==> config.mk <==
export PLATFORM = sky130hd
export DESIGN_NAME = writeback_arbiter
export DESIGN_NICKNAME = d
export VERILOG_FILES = /design/src/rtl/constants_pkg.sv /design/src/rtl/instruction_pkg.sv /design/src/rtl/wb_fifo.sv /design/src/rtl/writeback_arbiter.sv
export SDC_FILE = /design/constraint.sdc
export NUM_CORES = 1
export LEC_CHECK = 0
export BUFFER_PORTS_ARGS = -buffer_cell sky130_fd_sc_hd__buf_2
export CAP_MARGIN = 25
export CORE_MARGIN = 4
export CORE_UTILIZATION = 50
export DETAILED_ROUTE_END_ITERATION = 16
export GPL_ROUTABILITY_DRIVEN = 0
export PLACE_DENSITY = 0.71
export SETUP_SLACK_MARGIN = 0.4
export SLEW_MARGIN = 20
export SYNTH_ARGS = -nofsm -noshare
export SYNTH_HDL_FRONTEND = slang
export SYNTH_SLANG_ARGS = --single-unit
==> constraint.sdc <==
create_clock -name clk -period 18.6 [get_ports clk]
set_clock_uncertainty 0.15 [all_clocks]
set_input_delay 1.86 -clock clk [delete_from_list [all_inputs] [get_ports clk]]
set_output_delay 1.86 -clock clk [all_outputs]
set_load 0.05 [all_outputs]
==> src/rtl/constants_pkg.sv <==
// Machine-wide sizing constants shared by the datapath and writeback logic.
package constants_pkg;

    localparam int ARCH_LEN     = 32;
    localparam int REG_FILE_LEN = 32;
    localparam int REG_ADDR_W   = $clog2(REG_FILE_LEN);

endpackage : constants_pkg

==> src/rtl/instruction_pkg.sv <==
// Types shared by the execution and writeback stages.
package instruction_pkg;

    import constants_pkg::*;

    // One completed result waiting for the register file write port.
    typedef struct packed {
        logic [REG_ADDR_W-1:0] dst;
        logic [ARCH_LEN-1:0]   data;
    } wb_entry_t;

    // Result producers feeding the writeback arbiter.
    typedef enum logic {
        WB_SRC_ALU = 1'b0,
        WB_SRC_MEM = 1'b1
    } wb_src_e;

    // One-hot register mask for a destination index.
    function automatic logic [REG_FILE_LEN-1:0] reg_onehot(input logic [REG_ADDR_W-1:0] idx);
        logic [REG_FILE_LEN-1:0] v;
        v      = '0;
        v[idx] = 1'b1;
        return v;
    endfunction

endpackage : instruction_pkg

==> src/rtl/wb_fifo.sv <==
// Small circular buffer of writeback entries. DEPTH must be a power of two
// (>= 2) so the read/write pointers wrap naturally. Every slot's destination
// and a per-slot occupancy flag are exported so the owner can build a
// pending-register mask without waiting for entries to reach the head.
module wb_fifo
    import constants_pkg::*;
    import instruction_pkg::*;
#(
    parameter int DEPTH = 2,
    localparam int PTR_W = (DEPTH > 1) ? $clog2(DEPTH) : 1,
    localparam int CNT_W = PTR_W + 1
) (
    input  logic                  clk,
    input  logic                  rst,
    input  logic                  push_i,
    input  wb_entry_t             entry_i,
    input  logic                  pop_i,
    output wb_entry_t             head_o,
    output logic [CNT_W-1:0]      count_o,
    output logic                  full_o,
    output logic                  empty_o,
    output logic [REG_ADDR_W-1:0] slot_dst_o [DEPTH],
    output logic [DEPTH-1:0]      slot_valid_o
);

    localparam logic [CNT_W-1:0] DEPTH_C = CNT_W'(DEPTH);

    wb_entry_t          mem_q [DEPTH];
    logic [PTR_W-1:0]   wr_ptr_q;
    logic [PTR_W-1:0]   rd_ptr_q;
    logic [CNT_W-1:0]   count_q;
    logic               push_ok;
    logic               pop_ok;

    // Guard against overflow/underflow even if the owner misbehaves.
    assign push_ok = push_i && (count_q != DEPTH_C);
    assign pop_ok  = pop_i  && (count_q != '0);

    // Storage, wrapping pointers and occupancy count; push+pop leaves count unchanged.
    always_ff @(posedge clk or posedge rst) begin
        if (rst) begin
            wr_ptr_q <= '0;
            rd_ptr_q <= '0;
            count_q  <= '0;
            for (int i = 0; i < DEPTH; i++) begin
                mem_q[i] <= '0;
            end
        end else begin
            if (push_ok) begin
                mem_q[wr_ptr_q] <= entry_i;
                wr_ptr_q        <= wr_ptr_q + PTR_W'(1);
            end
            if (pop_ok) begin
                rd_ptr_q <= rd_ptr_q + PTR_W'(1);
            end
            case ({push_ok, pop_ok})
                2'b10:   count_q <= count_q + CNT_W'(1);
                2'b01:   count_q <= count_q - CNT_W'(1);
                default: count_q <= count_q;
            endcase
        end
    end

    assign head_o  = mem_q[rd_ptr_q];
    assign count_o = count_q;
    assign full_o  = (count_q == DEPTH_C);
    assign empty_o = (count_q == '0);

    // A slot is live when its distance from the read pointer is below the count.
    for (genvar g = 0; g < DEPTH; g++) begin : g_slot
        logic [PTR_W-1:0] offset;
        assign offset          = PTR_W'(g) - rd_ptr_q;
        assign slot_valid_o[g] = ({1'b0, offset} < count_q);
        assign slot_dst_o[g]   = mem_q[g].dst;
    end

endmodule : wb_fifo

==> src/rtl/writeback_arbiter.sv <==
// Merges ALU and memory results onto the single register file write port.
// Each source has its own small buffer; a round-robin arbiter picks one head
// per cycle and loads it into registered write-port outputs. Handshake: a
// transfer happens on a rising edge where valid && ready; ready comes only
// from the registered buffer count (a same-cycle pop never raises it), and the
// producer must hold valid/dst/data stable while ready is low. Writes to x0
// are accepted and dropped. pending_mask lists every register with a write
// still buffered or on the port, so decode can stall on hazards.
module writeback_arbiter
    import constants_pkg::*;
    import instruction_pkg::*;
#(
    parameter int FIFO_DEPTH = 2
) (
    input  logic                    clk,
    input  logic                    rst,
    input  logic                    alu_valid,
    output logic                    alu_ready,
    input  logic [REG_ADDR_W-1:0]   alu_dst,
    input  logic [ARCH_LEN-1:0]     alu_data,
    input  logic                    mem_valid,
    output logic                    mem_ready,
    input  logic [REG_ADDR_W-1:0]   mem_dst,
    input  logic [ARCH_LEN-1:0]     mem_data,
    output logic [REG_ADDR_W-1:0]   dst_reg,
    output logic [ARCH_LEN-1:0]     dst_reg_data,
    output logic                    reg_write_enable,
    output logic [REG_FILE_LEN-1:0] pending_mask
);

    localparam int CNT_W = $clog2(FIFO_DEPTH) + 1;
    localparam logic [CNT_W-1:0] DEPTH_C = CNT_W'(FIFO_DEPTH);

    // Buffer interfaces
    wb_entry_t             alu_entry;
    wb_entry_t             mem_entry;
    wb_entry_t             alu_head;
    wb_entry_t             mem_head;
    logic                  alu_push;
    logic                  mem_push;
    logic [CNT_W-1:0]      alu_count;
    logic [CNT_W-1:0]      mem_count;
    logic                  alu_full;
    logic                  mem_full;
    logic                  alu_empty;
    logic                  mem_empty;
    logic [REG_ADDR_W-1:0] alu_slot_dst [FIFO_DEPTH];
    logic [REG_ADDR_W-1:0] mem_slot_dst [FIFO_DEPTH];
    logic [FIFO_DEPTH-1:0] alu_slot_valid;
    logic [FIFO_DEPTH-1:0] mem_slot_valid;

    // Arbitration and write-port state
    logic                  grant_alu;
    logic                  grant_mem;
    wb_src_e               last_grant_q;
    logic                  we_q;
    logic [REG_ADDR_W-1:0] dst_q;
    logic [ARCH_LEN-1:0]   data_q;
    logic [REG_FILE_LEN-1:0] pending_c;

    // Ready depends only on registered occupancy, never on this cycle's pop.
    assign alu_ready = (alu_count < DEPTH_C);
    assign mem_ready = (mem_count < DEPTH_C);

    // x0 writes complete the handshake but never enter a buffer.
    assign alu_push  = alu_valid && alu_ready && (alu_dst != '0);
    assign mem_push  = mem_valid && mem_ready && (mem_dst != '0);
    assign alu_entry = '{dst: alu_dst, data: alu_data};
    assign mem_entry = '{dst: mem_dst, data: mem_data};

    wb_fifo #(
        .DEPTH (FIFO_DEPTH)
    ) u_alu_fifo (
        .clk          (clk),
        .rst          (rst),
        .push_i       (alu_push),
        .entry_i      (alu_entry),
        .pop_i        (grant_alu),
        .head_o       (alu_head),
        .count_o      (alu_count),
        .full_o       (alu_full),
        .empty_o      (alu_empty),
        .slot_dst_o   (alu_slot_dst),
        .slot_valid_o (alu_slot_valid)
    );

    wb_fifo #(
        .DEPTH (FIFO_DEPTH)
    ) u_mem_fifo (
        .clk          (clk),
        .rst          (rst),
        .push_i       (mem_push),
        .entry_i      (mem_entry),
        .pop_i        (grant_mem),
        .head_o       (mem_head),
        .count_o      (mem_count),
        .full_o       (mem_full),
        .empty_o      (mem_empty),
        .slot_dst_o   (mem_slot_dst),
        .slot_valid_o (mem_slot_valid)
    );

    // Round-robin pick: a lone non-empty buffer wins; on contention the source not granted last wins.
    always_comb begin
        grant_alu = 1'b0;
        grant_mem = 1'b0;
        if (!alu_empty && (mem_empty || (last_grant_q == WB_SRC_MEM))) begin
            grant_alu = 1'b1;
        end else if (!mem_empty) begin
            grant_mem = 1'b1;
        end
    end

    // Write-port registers and grant history; address/data hold when idle.
    always_ff @(posedge clk or posedge rst) begin
        if (rst) begin
            we_q         <= 1'b0;
            dst_q        <= '0;
            data_q       <= '0;
            last_grant_q <= WB_SRC_MEM;
        end else begin
            we_q <= grant_alu || grant_mem;
            if (grant_alu) begin
                dst_q        <= alu_head.dst;
                data_q       <= alu_head.data;
                last_grant_q <= WB_SRC_ALU;
            end else if (grant_mem) begin
                dst_q        <= mem_head.dst;
                data_q       <= mem_head.data;
                last_grant_q <= WB_SRC_MEM;
            end
        end
    end

    assign reg_write_enable = we_q;
    assign dst_reg          = dst_q;
    assign dst_reg_data     = data_q;

    // Pending mask: OR of every live buffered destination plus the write on the port.
    always_comb begin
        pending_c = '0;
        for (int i = 0; i < FIFO_DEPTH; i++) begin
            if (alu_slot_valid[i]) begin
                pending_c = pending_c | reg_onehot(alu_slot_dst[i]);
            end
            if (mem_slot_valid[i]) begin
                pending_c = pending_c | reg_onehot(mem_slot_dst[i]);
            end
        end
        if (we_q) begin
            pending_c = pending_c | reg_onehot(dst_q);
        end
        pending_c[0] = 1'b0;
    end

    assign pending_mask = pending_c;

    // Structural sanity checks; ignored by synthesis.
    a_grant_onehot: assert property (@(posedge clk) disable iff (rst)
        !(grant_alu && grant_mem));
    a_alu_full_count: assert property (@(posedge clk) disable iff (rst)
        alu_full == (alu_count == DEPTH_C));
    a_mem_full_count: assert property (@(posedge clk) disable iff (rst)
        mem_full == (mem_count == DEPTH_C));
    a_no_x0_write: assert property (@(posedge clk) disable iff (rst)
        !(we_q && (dst_q == '0)));

endmodule : writeback_arbiter

==> impl.org <==
** Yosys
- After synthesis the netlist holds a flip-flop and latch count of 195.
- Leading cell types by total area after synthesis :: sky130_fd_sc_hd__dfrtp_1 49%, sky130_fd_sc_hd__mux2_2 9.3%, sky130_fd_sc_hd__mux2_4 9.1%
- Proportion of netlist area held by the largest area contributor :: 0.489
- Async S/R FF share, synth :: 1.00
- Number of instances in the synthesized netlist :: 781
- In this run, distinct cell masters in the synthesized netlist total 49.
- Sequential area share after synthesis :: 0.492
- Number of synthesis warnings :: 0
- Cell area after synthesis :: 9930 um2
- Cell type with the highest aggregate area in the netlist :: sky130_fd_sc_hd__dfrtp_1
- Commonest register cell after synthesis :: sky130_fd_sc_hd__dfrtp_1
- In this run, synthesis inferred 0 flip-flops with an integrated enable.
- When the netlist entered floorplanning its net count stood at 861.
- Mean Syn Cell Area :: 12.7 um2

** Power and ir drop
- Across the VDD grid, the largest voltage drop is 0.103 mV.
- For this design the static power due to leakage is 0.00511 uW.
- Power spread over the standard cell area amounts to 217 nW/um2.

** Timing
- After layout, the minimum clock period comes to 5.08 ns.
- The number of slew-limit violations in the final report was 0.
- Period utilization :: 0.273
- Setup violations remaining at the end of the flow were counted as 0.
- Hold Fails Final Rpt :: 0
- Hold timing on the final database bottoms out at a slack of 0.342 ns.
- In this run the tightest slew margin relative to its limit is 0.341.
- Derived from the worst setup path, the maximum achievable clock frequency is 197 MHz.
- Slew at the pin closest to its max-slew limit :: 0.986 ns
- Setup repair after global routing left no endpoint under its margin.
- Total Neg Setup Slack :: 0 ns

** Worst setup path
- Delay of the slowest critical-path stage :: 0.67 ns
- The critical path contains buffers and inverters numbering 2 combined.
- Capturing point of the worst reg2reg path :: u_alu_fifo.mem_q[65]
- The worst setup path is launched from a flop.
- The critical path goes through buf_4 -> nor2b_1 -> o211ai_1 -> nor4_1 -> or4_1 -> buf_2.
- The worst register-to-register path has a depth of 5.
- Arrival time at the worst endpoint :: 3.07 ns
- In this run the worst path has a maximum fanout of 40.
- Slack of the worst reg-to-reg path :: 15.82 ns
- The slowest stage of the critical path belongs to the cell sky130_fd_sc_hd__o211ai_1.
- In this design, the largest share of critical-path delay is due to buffers and inverters.
- STA puts the critical path data required time at 16.59 ns.
- In this run the critical register-to-register path is launched from u_alu_fifo.count_o[1].
- STA classifies the critical path endpoint as an output port.
- Worst setup path start :: u_alu_fifo.rd_ptr_q
- Number of stages on the worst setup path :: 6
- The critical path is of the flop to output port type.

** Cells and area
- Filler cell count :: 1587
- Proportion of layout cells with a drive suffix above 1 :: 0.383
- # nets final :: 983
- Area delta synth->final :: 14.9%
- Final instance count without filler cells :: 1182

** Floorplanning
- Row Count :: 51
- Initial standard-cell utilization of the core :: 0.510
- For this design the top-level I/O count stands at 150.
- In this run the vertical extent of the chip is 149 um.
- The floorplan step defined a core boundary enclosing 19500 um2.
- Die span in x :: 149 um
- Die area :: 22200 um2

** GRT
- Met3 Resource Use GR :: 0.0501
- In the global route stage, met1 resource usage came out at 0.303.
- Largest net degree at the start of global routing :: 126
- The number of global-route vias before repair was 6924.
- Global routing finished with a remaining overflow of 0.
- Gr busiest metal :: met2
- Antenna violations before repair :: 3
- In the global route stage, met2 resource usage came out at 0.352.
- Global-route wire length before repair :: 38.4 mm
- For this run, the total global-route usage over all layers was measured as 0.221.

** Clocking
- In this run, post-CTS repair resized a total of 0 instances.
- In this run, post-CTS hold repair placed 0 buffers.
- TritonCTS clock tree :: yes
- After clock tree synthesis, the setup repair step added 0 buffers.
- For this design, the sink count on the clock tree is 195.
- Clock-pin slew was measured on the worst setup and hold paths at 0.07 ns.
- The clock passes through at most 2 buffers.
- The H-tree generated during clock tree synthesis spans 4 levels.
- Buffers inserted during clock tree synthesis total 17.
- Clock tree synthesis selected as its root buffer the cell sky130_fd_sc_hd__clkbuf_16.
- Worst-Skew Late Latency :: 0.43 ns

** Placed design
- Including well taps, the total number of placed cells is 1149.
- Detailed placement ended at an HPWL of 16.6 mm.
- IO buf count :: 148

** Drt
- After detailed routing, the number of vias per cell comes to 5.97.
- In the routed design, unresolved DRC markers number 0.
- Dividing the detail-routed wire length by the instance count gives 20.8 um.
- The detail route stage leaves a number of antenna-violating nets equal to 0.
- The pre-antenna-repair detailed-routing pass consisted of 5 iterations.
- In this run, the number of DRC markers left after iteration 0 of detailed routing was 415.
- Total detailed-routing wirelength :: 24.6 mm
- Total via count after detailed routing :: 7055

** Worst hold path
- Hold Path Class :: flop to flop
- Instance count along the most critical hold path :: 2
- For hold timing, the worst endpoint is dst_reg_data[20].
- The worst hold path begins at dst_reg_data[20].

** Status
- Outcome :: complete, no violations

** Run
- Across the run, the number of max-cap violations was 0.
## kinds of logic (layout without fill, tap and decap cells)
group / Yosys count / count (layout) / synth area share
other: 1 / 2 / 0.000378
AO/OA/AOI/OAI: 132 / 132 / 0.107
adder cells (fa/ha/maj): 2 / 2 / 0.00252
flip-flops: 195 / 195 / 0.492
buffers and inverters: 61 / 196 / 0.0339
AND/OR/NAND/NOR: 154 / 154 / 0.0857
XOR/XNOR: 10 / 10 / 0.00882
multiplexers: 226 / 226 / 0.270
## cell usage in the layout, fill, tap and decap left out, types with 9 or more instances in the layout
master,count
sky130_fd_sc_hd__nand2_1,50
sky130_fd_sc_hd__mux2_1,10
sky130_fd_sc_hd__clkbuf_16,17
sky130_fd_sc_hd__buf_2,148
sky130_fd_sc_hd__nor2b_1,11
sky130_fd_sc_hd__a22oi_1,18
sky130_fd_sc_hd__o211ai_1,22
sky130_fd_sc_hd__dfrtp_1,192
sky130_fd_sc_hd__nor2_1,21
sky130_fd_sc_hd__o22a_1,21
sky130_fd_sc_hd__mux2_2,82
sky130_fd_sc_hd__mux2i_1,74
sky130_fd_sc_hd__mux2_4,60
sky130_fd_sc_hd__nor4_1,9
sky130_fd_sc_hd__o221ai_1,34
sky130_fd_sc_hd__xnor2_1,10
sky130_fd_sc_hd__nand3b_1,11
sky130_fd_sc_hd__buf_4,9
## power breakdown
group / total, uW / switching [uW] / internal [uW]
clock network: 357 / 168 / 189
logic: 1270 / 754 / 516
registers: 849 / 201 / 648
## cells in the mapped netlist (3+ instances only)
library cell and instances:
sky130_fd_sc_hd__buf_1 5, sky130_fd_sc_hd__mux2_2 82, sky130_fd_sc_hd__xnor2_1 10, sky130_fd_sc_hd__buf_6 12, sky130_fd_sc_hd__nor2_1 21, sky130_fd_sc_hd__mux2_4 60
sky130_fd_sc_hd__nand2_1 50, sky130_fd_sc_hd__nand3_1 8, sky130_fd_sc_hd__o22a_1 21, sky130_fd_sc_hd__and3b_1 5, sky130_fd_sc_hd__mux2_1 10, sky130_fd_sc_hd__or4_1 6
sky130_fd_sc_hd__o21ai_1 7, sky130_fd_sc_hd__o22ai_1 6, sky130_fd_sc_hd__o221ai_1 34, sky130_fd_sc_hd__dfrtp_1 194, sky130_fd_sc_hd__and3_1 6, sky130_fd_sc_hd__a22oi_1 18
sky130_fd_sc_hd__nor3_1 5, sky130_fd_sc_hd__buf_2 8, sky130_fd_sc_hd__nor4_1 10, sky130_fd_sc_hd__inv_1 6, sky130_fd_sc_hd__o211ai_1 22, sky130_fd_sc_hd__clkbuf_1 28
sky130_fd_sc_hd__a21oi_1 3, sky130_fd_sc_hd__nor2b_1 11, sky130_fd_sc_hd__or3b_2 4, sky130_fd_sc_hd__mux2i_1 74, sky130_fd_sc_hd__nand3b_1 11, sky130_fd_sc_hd__o21ai_0 8
sky130_fd_sc_hd__nor3b_1 8
## area by class of cell
class                           count  area (um2)  area share
Sequential cell                   195        4880       0.428
Multi-Input combinational cell    525        4750       0.416
Timing Repair Buffer              158         836      0.0733
Clock buffer                       18         429      0.0376
Tap cell                          265         332      0.0291
Clock inverter                     14         146      0.0128
Inverter                            6        30.0     0.00263
Antenna cell                        1        2.50    0.000219
## metrics by stage
step | area, um2 | utilization | setup slack, ns | power, uW
CTS | 11400 | 0.586 | 13.54 | 2480
detailed placement | 10800 | 0.556 | 14.00 | 2120
floorplan | 9930 | - | 11.28 | 1810
global placement | 10800 | 0.555 | 14.04 | 2080
global route | 11400 | 0.586 | 13.41 | 2610
finish | 11400 | 0.586 | 13.52 | 2480
## routing by layer
metal	share of wire	wire length, um
met2	0.48	11700
met3	0.071	1740
met1	0.43	10600
met5	0.0017	41
met4	0.020	492
## worst register-to-register path, cell delays in order, from the launching register on
cell	delay, ns
sky130_fd_sc_hd__dfrtp_1	0.53
sky130_fd_sc_hd__nor2b_1	0.41
sky130_fd_sc_hd__o21ai_4	0.14
sky130_fd_sc_hd__nor2_4	0.51
sky130_fd_sc_hd__buf_4	0.54
sky130_fd_sc_hd__mux2_4	0.38
## worst max path at each step
stage	end	slack, ns
after global placement	pending_mask[3]	14.04
after detailed placement	pending_mask[3]	14.00
after global routing	pending_mask[29]	13.41
final	pending_mask[3]	13.52
after CTS	pending_mask[3]	13.54
after floorplan	dst_reg[0]	11.28
No activity file was read; power rests on OpenSTA's default activity.
